--- src/rtl/pe_context_sequencer.sv ---
// pe_context_sequencer: steps NUM_CTX config words modulo ii for num_iter iterations, feeding the PE ALU
module pe_context_sequencer #(
  parameter int NUM_CTX = 16,
  parameter int CTX_AW = 4,
  parameter int CFG_W = 48,
  parameter int ITER_W = 16
) (
  input  logic              clk,
  input  logic              reset,
  input  logic              cfg_we,
  input  logic [CTX_AW-1:0] cfg_addr,
  input  logic [CFG_W-1:0]  cfg_data,
  input  logic              start,
  input  logic [CTX_AW:0]   ii,
  input  logic [ITER_W-1:0] num_iter,
  input  logic              stall,
  input  logic              abort,
  output logic [5:0]        alu_operation,
  output logic [1:0]        rhs_sel,
  output logic [1:0]        lhs_sel,
  output logic              res_we,
  output logic [31:0]       const_out,
  output logic [CTX_AW-1:0] ctx_ptr,
  output logic              issue_valid,
  output logic              busy,
  output logic              done,
  output logic              cfg_err
);
  typedef enum logic [1:0] {IDLE, RUN, DONE} state_t;
  state_t state, state_n;
  logic [CFG_W-1:0] mem [NUM_CTX];
  logic [CFG_W-1:0] word;
  logic [CTX_AW-1:0] ptr;
  logic [ITER_W-1:0] iter, num_iter_l;
  logic [CTX_AW:0] ii_l;
  logic addr_ok, start_ok, go, adv, clr, last_slot, last_iter, err_n, unused_rsvd;
  assign word = mem[ptr];
  assign unused_rsvd = ^word[15:11];
  assign addr_ok = {1'b0, cfg_addr} < (CTX_AW+1)'(NUM_CTX);
  assign start_ok = ii != '0 && ii <= (CTX_AW+1)'(NUM_CTX) && num_iter != '0;
  assign go = state == IDLE && start && start_ok;
  assign adv = state == RUN && !abort && !stall;
  assign clr = state != IDLE && abort;
  assign last_slot = {1'b0, ptr} == ii_l - (CTX_AW+1)'(1);
  assign last_iter = iter == num_iter_l - ITER_W'(1);
  assign busy = state != IDLE;
  assign done = state == DONE;
  always_comb begin
    state_n = state;
    err_n = 1'b0;
    state_n = state == IDLE ? (go ? RUN : IDLE) :
              state == RUN  ? (abort ? IDLE : adv && last_slot && last_iter ? DONE : RUN) : IDLE;
    err_n = state == IDLE ? (cfg_we && !addr_ok) || (start && !start_ok) : cfg_we;
  end
  always_ff @(posedge clk) begin
    if (reset)
      state <= IDLE;
    else
      state <= state_n;
  end
  always_ff @(posedge clk) begin
    if (cfg_we && state == IDLE && addr_ok)
      mem[cfg_addr] <= cfg_data;
  end
  always_ff @(posedge clk) begin
    if (reset) begin
      ptr <= '0;
      iter <= '0;
      ii_l <= '0;
      num_iter_l <= '0;
      cfg_err <= 1'b0;
    end else begin
      cfg_err <= err_n;
      if (go) begin
        ii_l <= ii;
        num_iter_l <= num_iter;
        ptr <= '0;
        iter <= '0;
      end else if (adv) begin
        ptr <= last_slot ? '0 : ptr + 1'b1;
        if (last_slot && !last_iter)
          iter <= iter + 1'b1;
      end
    end
  end
  // a stalled or finishing cycle shows a nop but keeps the operand selects of the last issue
  always_ff @(posedge clk) begin
    if (reset || clr) begin
      alu_operation <= '0;
      rhs_sel <= '0;
      lhs_sel <= '0;
      res_we <= 1'b0;
      const_out <= '0;
      ctx_ptr <= '0;
      issue_valid <= 1'b0;
    end else if (adv) begin
      alu_operation <= word[5:0];
      rhs_sel <= word[7:6];
      lhs_sel <= word[9:8];
      res_we <= word[10];
      const_out <= word[47:16];
      ctx_ptr <= ptr;
      issue_valid <= 1'b1;
    end else if (state != IDLE) begin
      alu_operation <= '0;
      issue_valid <= 1'b0;
    end
  end
endmodule

--- config.mk ---
export PLATFORM = sky130hd
export DESIGN_NAME = pe_context_sequencer
export DESIGN_NICKNAME = d
export VERILOG_FILES = /design/src/rtl/pe_context_sequencer.sv
export SDC_FILE = /design/constraint.sdc
export NUM_CORES = 1
export LEC_CHECK = 0
export CAP_MARGIN = 20
export CORE_MARGIN = 3
export CORE_UTILIZATION = 60
export DETAILED_ROUTE_END_ITERATION = 7
export DONT_BUFFER_PORTS = 1
export PLACE_DENSITY = 0.76
export REMOVE_ABC_BUFFERS = 1
export SYNTH_ARGS = -nofsm -noshare
export SYNTH_HDL_FRONTEND = slang
export SYNTH_SLANG_ARGS = --single-unit
--- constraint.sdc ---
create_clock -name clk -period 6.6 [get_ports clk]
set_input_delay 1.32 -clock clk [delete_from_list [all_inputs] [get_ports clk]]
set_output_delay 1.32 -clock clk [all_outputs]
set_load 0.02 [all_outputs]
# Yosys cells after proc, flatten, opt, wreduce, memory -nomap -nowiden
# Memory sizes are Yosys's and may differ from the RTL's. A register that Yosys moved wholly into a read port is not among the register bits.
# Cells that the tools add are included.
# word_totals
elab_cells	62
in_bits	79
mem_bits_rw	768
n_memories	1
regBits	92
# mem_list
name	depth	width	rd	rd_clocked_by_memory_dff	write_ports	line	source
mem	16	48	1	1	1	31	logic [CFG_W-1:0] mem [NUM_CTX];
# classes
n_reduce_logical	24
add_sub_neg	4
eq_ne	4
magnitude_cmp	1
muxes	15
# op_table
op	count
adder 16 x 1 -> 16 bit (second input constant)	1
equality test 16 bit	1
nonzero test 16 bit	1
subtractor 16 x 1 -> 16 bit (second input constant)	1
logical AND 1 bit	12
2-to-1 mux 4 bit	3
2-to-1 mux 6 bit	2
2-to-1 mux 2 bit	4
2-to-1 mux 1 bit	6
equality test 4 x 5 -> 1 bit	1
less-or-equal comparator 5 bit (second input constant)	1
nonzero test 5 bit	1
subtractor 5 x 1 -> 5 bit (second input constant)	1
adder 4 x 1 -> 4 bit (second input constant)	1
logical NOT 1 bit	4
nonzero test 2 bit	2
equality test 2 x 1 -> 1 bit (second input constant)	1
equality test 2 bit (second input constant)	1
logical NOT 2 bit	1
AND reduction 2 bit	1
OR reduction 2 bit	1
logical OR 1 bit	1

# Depth between registers and ports, before layout
# Gate-level depths: netlist (run 1).
# logic_depth
ltp_word	9
depth_mapped	13
ltp_nobuf	9

# Worst setup path after synthesis (run 1)
# No wires, ideal clock.
# synth_path
path_type	input -> register
from	in cfg_we
to	mem mem[0][0], enable pin
setup_time_ns	0.497
cell_stages	3
required_ns	6.103
arrival_ns	4.702
n_path_buf	0
slack_ns	1.400
cell_sequence	nand2_1 or3_1 nor3_1
# synth_via
elab_chain_len	3
# synth_lines
element	line	source
from (decl)	10	input logic cfg_we,
logical AND 1 bit	62	if (cfg_we && state == IDLE && addr_ok)
2-to-1 mux 1 bit	62	
2-to-1 mux 1 bit (implied by the code)	63	mem[cfg_addr] <= cfg_data;
to (decl)	31	
# No other way between the ends.

# Worst setup path after layout (run 1)
# layout_path
from	reg state[1]
to	mem mem[8][24], enable pin
# layout_via
elab_chain_len	4
# layout_lines
element	line	source
from (decl)	30	state_t state, state_n;
from (signal assigned)	59	state <= state_n;
logical NOT 2 bit	62	
logical AND 1 bit	62	
2-to-1 mux 1 bit	62	
2-to-1 mux 1 bit (implied by the code)	63	
# No other way between the ends.

==> impl_metrics.json, run 1 <==
{
  "wl_met3_mm": 6.52,
  "globalRouteOverflowTotal": 0,
  "dpl.hpwl_mm": 33.6,
  "cts_hold_buf": 0,
  "rsz0062_at_grt": "false",
  "critPathLaunchType": "flip-flop",
  "antenna_left": 0,
  "cp_slowest_cell": "nor2_4",
  "diodes": 0,
  "synth-main-ff-cell": "edfxtp_1",
  "crit_type": "flip-flop to flip-flop",
  "cts_sinks": 784,
  "fillers": 2997,
  "m1WireLength_mm": 25.0,
  "grt_start_max_net_pins": 173,
  "final_cells": 2252,
  "arrival_ps": 3970,
  "clkTransAtPathRegs_ps": 60,
  "synth_edf_count": 688,
  "drt_iter0_drc": 1695,
  "post_synth.cell_area_avg_um2": 20.1,
  "dr.max_layer_used": "met4",
  "grt_pass1_vias": 15500,
  "layout.nets": 1611,
  "min_period_over_period_pct": 56.2,
  "fp.dieW_um": 230,
  "synth_most_common_cell": "edfxtp_1",
  "clock.fmax_mhz": 269,
  "wl_per_cell_um": 30.1,
  "syn_area_mm2": 0.0302,
  "ys_async_sr_fraction_pct": 0,
  "ff_latch_area_mm2": 0.0226,
  "clock_latency_ps": 620,
  "peakVddDrop_uv": 254,
  "ys_seq_area_share_pct": 74.7,
  "io_buffer_count": 0,
  "vias_per_cell": 6.66,
  "antenna_found_initial": 0,
  "drc": 0,
  "yosysWarnings": 0,
  "routabilityCongestion": 0.836,
  "coreArea_mm2": 0.0494,
  "dieArea_mm2": 0.0531,
  "root_buffer": "clkbuf_16",
  "r2r_end": "mem[8][24]$_DFFE_PP_",
  "dp_cells": 2114,
  "maxSlewHeadroom_pct": 21.7,
  "drt_first_pass_iters": 5,
  "pwr_density_cell_mw_per_mm2": 295,
  "final_layout_size_suffix_gt1_share_pct": 24.6,
  "synth.area.top_cells": "edfxtp_1 (68%), mux4_2 (16%), dfxtp_1 (6.4%)",
  "setup_viol": 0,
  "crit_path_start": "state[1]$_SDFF_PP0_",
  "h-tree-depth": 3,
  "dr_total_vias": 15000,
  "skew_ps": 30.0,
  "crit_fanout": 22,
  "worst_pin_slew_ps": 1170,
  "layout_setup_ws_ps": 2890,
  "cts-buffers-inserted": 76,
  "path_cells": "nor2_1 > nand2_1 > or3_1 > nor2_4 > buf_4",
  "cts_tree": "done",
  "rrSetupSlack_ps": 2890,
  "synthCells": 1504,
  "synth_top_area_share_pct": 68.4,
  "hold_class": "flip-flop to flip-flop",
  "grt.total_usage_pct": 26.3,
  "max_stage_delay_ps": 940,
  "die_height_um": 230,
  "run_status": "finished, final reports clean",
  "critPathCaptureType": "flip-flop",
  "synth-seq-cells": 784,
  "rows": 81,
  "maxCapViolCount": 0,
  "wl_met2_mm": 34.1,
  "boundaryPins": 130,
  "r2r_start": "state[1]$_SDFF_PP0_",
  "clock_path_buffers": 3,
  "initial_core_util_pct": 61.2,
  "maxSlewViolCount": 0,
  "wl_mm": 67.8,
  "dp_slack_ps": 2860,
  "synthToLayoutAreaGrowth_pct": 10.7,
  "power_leakage_uw": 0.0102,
  "synth.top_cells.by_count": "edfxtp_1 (688), mux4_2 (215), nand2_1 (102)",
  "crit_end": "mem[8][24]$_DFFE_PP_",
  "cts_setup_buffers": 0,
  "yosysUniqueCellTypes": 60,
  "required_ps": 6850,
  "r2r_cells": 5,
  "multi_input_area_mm2": 0.00737,
  "synth_top_area_cell": "edfxtp_1",
  "grt_pass1_wl_mm": 102,
  "finalHoldViolCount": 0,
  "ctsResizeCount": 0,
  "min_period_ps": 3710
}
[metrics by stage]
step	utilization (%)	hold WS, ps	area [um2]	TNS [ps]	power (uW)
floorplan	-	465	29900	-81610	5760
global placement	63.0	486	31100	0	5820
detailed placement	63.0	495	31100	0	5830
CTS	67.8	503	33500	0	9940
global route	67.8	535	33500	0	10100
finish	67.8	507	33500	0	9890
[per-layer routing]
layer | GRT usage [%] | up-vias
met2 | 43.0 | 879
met1 | 35.7 | 7749
met5 | 0 | -
met4 | 9.31 | 0
met3 | 5.65 | 162
li1 | - | 6215
[worst min-delay path by stage]
| stage | end | cells past startpoint | slack [ps] | start |
|---|---|---|---|---|
| 4_1_cts | iter[7]$_SDFFE_PP0P_ | 2 | 500 | iter[7]$_SDFFE_PP0P_ |
| 2_1_floorplan | iter[15]$_SDFFE_PP0P_ | 2 | 470 | iter[15]$_SDFFE_PP0P_ |
| 3_5_place_dp | iter[7]$_SDFFE_PP0P_ | 2 | 500 | iter[7]$_SDFFE_PP0P_ |
| 5_1_grt | iter[7]$_SDFFE_PP0P_ | 2 | 530 | iter[7]$_SDFFE_PP0P_ |
| 6_report | iter[7]$_SDFFE_PP0P_ | 2 | 510 | iter[7]$_SDFFE_PP0P_ |
| 3_3_place_gp | iter[7]$_SDFFE_PP0P_ | 2 | 490 | iter[7]$_SDFFE_PP0P_ |
[where the power goes]
part	total, uW	internal [uW]	switching (uW)
combinational	236	93.1	143
clock	4160	2370	1790
sequential	5490	5450	34.6
total	9890	7920	1970
[cell type report]
| class | instances | share of cell area (%) |
|---|---|---|
| sequential | 784 | 67.5 |
| timing repair buffer | 31 | 0.770 |
| clock buffer | 105 | 6.32 |
| tap | 664 | 2.48 |
| inverter | 8 | 0.0897 |
| multi-input combinational | 627 | 22.0 |
| clock inverter | 33 | 0.807 |
[worst max-delay path: cells and delay by family (launching register included)]
family        cells  cell delay [ps]
buf+inv           1              570
flops             1              310
simple gates      4             2440
[sequential cells by signal, indices dropped and copies added, names as in the netlist, named ones only]
signal         flops
mem              688
res_we             1
const_out         32
state              2
num_iter_l        16
cfg_err            1
issue_valid        1
ii_l               5
ptr                4
iter              16
lhs_sel            2
ctx_ptr            4
rhs_sel            2
alu_operation      6
[kinds of logic after synthesis]
| family | count (synthesis) | share of synthesized area, % |
|---|---|---|
| compound gates | 108 | 2.29 |
| flops | 784 | 74.7 |
| fa+ha+maj | 4 | 0.166 |
| simple gates | 252 | 4.03 |
| xor+xnor | 27 | 0.782 |
| buf+inv | 93 | 1.30 |
| mux | 236 | 16.7 |
[cell usage in the layout, fill, tap and decap left out, types with 3 or more instances in the layout]
cell type / netlist / layout
o211ai_1: 5 / 5
nor4_1: 9 / 9
mux4_2: 215 / 215
clkbuf_1: 54 / 22
o31ai_1: 6 / 6
ha_1: 4 / 4
or4_1: 9 / 9
nor3_2: 0 / 4
nand4_1: 10 / 10
a21oi_1: 56 / 56
nor2_4: 0 / 13
inv_1: 8 / 8
clkbuf_16: 0 / 79
nor2b_1: 3 / 3
and3_1: 8 / 8
nand3_1: 12 / 12
clkinv_1: 0 / 12
xor2_1: 12 / 12
mux2i_1: 21 / 21
a22oi_1: 6 / 6
nor3_1: 9 / 5
bufinv_16: 0 / 3
clkbuf_8: 0 / 4
clkinv_2: 0 / 14
nand2b_1: 5 / 5
and4_1: 3 / 3
nor2_1: 54 / 41
xnor2_1: 15 / 15
or3_1: 15 / 15
a21oi_2: 5 / 5
o21ai_2: 4 / 4
dfxtp_4: 0 / 3
o21ai_0: 6 / 6
dfxtp_1: 96 / 92
buf_4: 0 / 29
edfxtp_1: 688 / 688
nand2_1: 102 / 102
(Power assumes the default switching activity.)
==> run 2, diff against run 1 <==
clock period = 3.5 ns   (was 6.6 ns; I/O delays follow)
==> run 2 against run 1 <==
Maximum frequency grew 22%. Total power grew 94%. Flip-flop and latch count is the same. Clock power grew 100%. Utilization grew 1.2 points. Register-to-register slack lost 2400 ps. Critical path type unchanged. Largest power group unchanged. Highest routed layer unchanged.
==> impl_metrics.json, run 2 (synthesized netlist as in run 1, its figures left out) <==
{
  "dp_slack_ps": 511,
  "final_cell_mix": "edfxtp_1 (688), mux4_2 (215), nand2_1 (102)",
  "skew_ps": 17.2,
  "hold_slack_ps": 156,
  "max_stage_delay_ps": 520,
  "power_leakage_uw": 0.0105,
  "grt_start_max_net_pins": 61,
  "peakVddDrop_uv": 415,
  "critPathLaunchType": "flip-flop",
  "routabilityCongestion": 0.853,
  "h-tree-depth": 3,
  "fp.dieW_um": 230,
  "min_period_over_period_pct": 86.6,
  "io_buffer_count": 0,
  "cts_tree": "done",
  "vias_per_cell": 6.71,
  "globalRouteOverflowTotal": 0,
  "antenna_found_initial": 1,
  "arrival_ps": 3580,
  "clkTransAtPathRegs_ps": 60,
  "largest_reg_flops": 688,
  "dieArea_mm2": 0.0531,
  "antenna_left": 0,
  "synthToLayoutAreaGrowth_pct": 12.6,
  "fillers": 2977,
  "crit_type": "flip-flop to flip-flop",
  "initial_core_util_pct": 61.2,
  "min_period_ps": 3030,
  "clock_path_buffers": 3,
  "rows": 81,
  "path_cells": "inv_1 > ha_1 > or4b_1 > nor4_1 > xor2_1 > a311oi_2 > nor4_4 > buf_12 > or4_1 > a21oi_1",
  "critPathCaptureType": "flip-flop",
  "finalHoldViolCount": 0,
  "top_register": "mem",
  "diodes": 0,
  "run_status": "finished, final reports clean",
  "cts-buffers-inserted": 77,
  "multi_input_area_mm2": 0.00737,
  "maxSlewHeadroom_pct": 46.5,
  "grt.total_usage_pct": 27.0,
  "clock_latency_ps": 620,
  "dr_total_vias": 15300,
  "root_buffer": "clkbuf_16",
  "grt_pass1_vias": 15900,
  "final_layout_size_suffix_gt1_share_pct": 26.3,
  "cts_sinks": 784,
  "top_regs": "mem x688, const_out x32",
  "die_height_um": 230,
  "total_power_uw": 19200,
  "layout_setup_ws_ps": 468,
  "cts_setup_buffers": 0,
  "tns_ps": 0,
  "maxCapViolCount": 0,
  "drt_first_pass_iters": 6,
  "cts_hold_buf": 0,
  "worst_pin_slew_ps": 803,
  "wl_per_cell_um": 30.5,
  "cp_slowest_cell": "or4_1",
  "layout.nets": 1633,
  "setup_viol": 0,
  "pwr_density_cell_mw_per_mm2": 564,
  "maxSlewViolCount": 0,
  "coreArea_mm2": 0.0494,
  "final_util_pct": 69.0,
  "drc": 0,
  "crit_fanout": 33,
  "dpl.hpwl_mm": 35.1,
  "rsz0062_at_grt": "false",
  "wl_mm": 69.4,
  "hold_class": "primary input to flip-flop",
  "required_ps": 4050,
  "ctsResizeCount": 0,
  "clock.fmax_mhz": 330,
  "final_common_cell": "edfxtp_1",
  "drt_iter0_drc": 1836,
  "ff_latch_area_mm2": 0.0226,
  "boundaryPins": 130,
  "grt_pass1_wl_mm": 104
}
## run 2: metal layers
metal  track usage (%)  share of wire, %  vias up
met5                 0                 0        -
met4              8.16               2.6        0
met3              5.44                10      139
met2              43.9                50      898
met1              37.8                37     7995
li1                  -                 -     6262
## run 2: layout make-up
| type | count | area share [%] |
|---|---|---|
| inverters | 8 | 0.0882 |
| multi-input cells | 627 | 21.6 |
| repair buffers | 52 | 1.77 |
| clock inverters | 32 | 1.14 |
| clock buffers | 111 | 6.54 |
| well taps | 664 | 2.44 |
| flip-flops and latches | 784 | 66.4 |
## run 2: report_power, final
part | internal [uW] | total (uW) | leakage, uW | switching (uW)
Combinational | 189 | 466 | 0.00223 | 277
Sequential | 10300 | 10300 | 0.00699 | 61.8
Clock | 4910 | 8390 | 0.00128 | 3480
## run 2: metrics by stage
stage | std cells | cell area [um2]
global route | 2278 | 34000
global placement | 2135 | 31400
floorplan | 1419 | 29900
detailed placement | 2135 | 31400
finish | 2278 | 34000
CTS | 2278 | 34000
## run 2: path summary, 6_finish.rpt
path	to	start	depth (start not counted)	slack, ps
worst max register to register	iter[11]$_SDFFE_PP0P_	num_iter_l[0]$_SDFFE_PP0P_	10	470
worst min-delay path	num_iter_l[10]$_SDFFE_PP0P_	reset	1	160
worst max-delay path	iter[11]$_SDFFE_PP0P_	num_iter_l[0]$_SDFFE_PP0P_	10	470
worst min register to register	ctx_ptr[3]$_SDFFE_PP0P_	ptr[3]$_SDFFE_PP0P_	2	510
## run 2: worst max-delay path, delay by kind of cell (launching register included)
family                   cells  cell delay [ps]
AND/OR/NAND/NOR              4             1490
AO/OA/AOI/OAI                2              550
flip-flops                   1              380
buffers and inverters        2              260
adder cells (fa/ha/maj)      1              150
XOR/XNOR                     1              130
==> patch: new RTL, config.mk and constraints of run 2 <==
Set the parameter `ITER_W` to 32 (it was 16).
--- a/src/rtl/pe_context_sequencer.sv
+++ b/src/rtl/pe_context_sequencer.sv
@@ -5,3 +5,3 @@
   parameter int CFG_W = 48,
-  parameter int ITER_W = 16
+  parameter int ITER_W = 32
 ) (
Ports: changed (resized num_iter); port bits go from 130 to 146. The function was not compared with the original's and may differ.
==> patch against run 2 <==
Setup slack lost 0.29 ns. Clock power grew 9.2%. Synthesized area grew 6.2%. Die area grew 6.0%. Critical path depth shrank 1. Combinational power grew 38%. Wire length grew 10%. Synthesized cell count grew 16%. Sequential cell count grew 32. Total power grew 7.0%. Design area grew 6.6%. Worst hold slack lost 0.0038 ns. Sequential power grew 4%. Core utilization shrank 0.22 points. Largest power group unchanged.
==> patch: results (changes against run 2) <==
layout:
  drive_gt1_share_pct: 23.71  # -2.6 points
  instances_no_fill: 2544  # +12%
  layout.nets: 1890  # +16%
place:
  dp_hpwl_mm: 39.21  # +12%
  gp_congestion: 0.8585  # +0.61%
global_routing:
  track_usage_pct: 27.75  # +0.75 points
  grt_pass1_wl_mm: 113.8  # +9.0%
  grt_max_degree: 52  # -15%
  grt_pass1_vias: 17690  # +11%
  antenna_found_initial: 0  # -1
yosys:
  ys_types: 58  # -3.3%
  yosysSeqAreaShare_pct: 72.35  # -2.4 points
  synth_top_cells_by_area: "edfxtp_1 (64%), mux4_2 (15%), dfxtp_1 (8.0%)"
power_and_ir_drop:
  peakVddDrop_v: 0.0005745  # +39%
drt:
  firstDrtPassIters: 8  # +2
  dr.first_iter.drc_count: 1767  # -3.8%
  vias: 17090  # +12%
timing:
  skew_ns: 0.02894  # +0.01171 ns
  min_period_over_period_pct: 94.85  # +8.2 points
setup_path:
  cpMaxStageDelayCell: "or4_4"
  cp_slowest_stage_delay_ns: 0.60  # +0.08 ns
  worstPathArrival_ns: 3.86  # +0.28 ns
  reg2reg_depth: 9  # -1
  rr_startpoint: "num_iter_l[5]$_SDFFE_PP0P_"
clocking:
  cts_made_buffers: 80  # +3.9%
outcome:
  outcome: "finished clean"
patch: cell types whose count changed in the layout (fill, tap and decap cells not counted), sizes merged, moves of 16 or more:
cell	change
dfxtp	+32
o21ai	+19
mux2i	+22
nor4	+16
nor2	+25
nand2	+17
a21oi	+21
patch: cell type report:
cell class | count | area [µm²] | share of cell area, %
tap | 688 | 860.8 | 2.373
multi-input combinational | 820 | 8592 | 23.69
inverter | 11 | 41.29 | 0.1138
timing repair buffer | 62 | 715.7 | 1.973
sequential | 816 | 23230 | 64.06
clock buffer | 108 | 2228 | 6.144
clock inverter | 39 | 598.1 | 1.649
patch: critical path, delay by kind of cell (launching register included):
kind,cells,cell delay [ns]
buf+inv,1,0.25
flops,1,0.36
simple gates,4,1.76
compound gates,4,0.84
patch: power by group:
group / switching, mW / internal [mW]
Sequential: 0.0797 / 10.7
Clock: 3.69 / 5.47
Combinational: 0.376 / 0.269
patch: per-layer routing:
layer	global-route usage [%]	part of all wire, %	vias up
met5	0	0	-
met4	10.38	3.7	0
met3	7.878	10	200
met2	45.01	50	962
met1	36.48	36	8784
li1	-	-	7148
patch: worst min path at each step:
stage                                     from              endpoint  slack [ns]  cells after the start
after floorplan           ii_l[4]$_SDFFE_PP0P_  ii_l[4]$_SDFFE_PP0P_        0.46                      2
after global placement    ii_l[4]$_SDFFE_PP0P_  ii_l[4]$_SDFFE_PP0P_        0.49                      2
after detailed placement  ii_l[4]$_SDFFE_PP0P_  ii_l[4]$_SDFFE_PP0P_        0.50                      2
after CTS                                reset  ii_l[1]$_SDFFE_PP0P_        0.12                      1
after global routing                     reset  ii_l[1]$_SDFFE_PP0P_        0.12                      1
final                                    reset  ii_l[1]$_SDFFE_PP0P_        0.15                      1
patch: logic make-up (layout without fill, tap and decap cells):
| kind of cell | count (synthesis) | after routing | synth area share [%] |
|---|---|---|---|
| fa+ha+maj | 4 | 4 | 0.1559 |
| buf+inv | 107 | 220 | 1.337 |
| mux | 258 | 258 | 16.43 |
| xor+xnor | 42 | 42 | 1.146 |
| simple gates | 364 | 364 | 5.789 |
| compound gates | 152 | 152 | 2.795 |
| flops | 816 | 816 | 72.35 |
patch: repair_timing:
item | 4_1_cts | 5_1_grt
endpoints found under the setup margin | 0 | 8
resized for setup | 0 | 1
setup buffers | 0 | 1
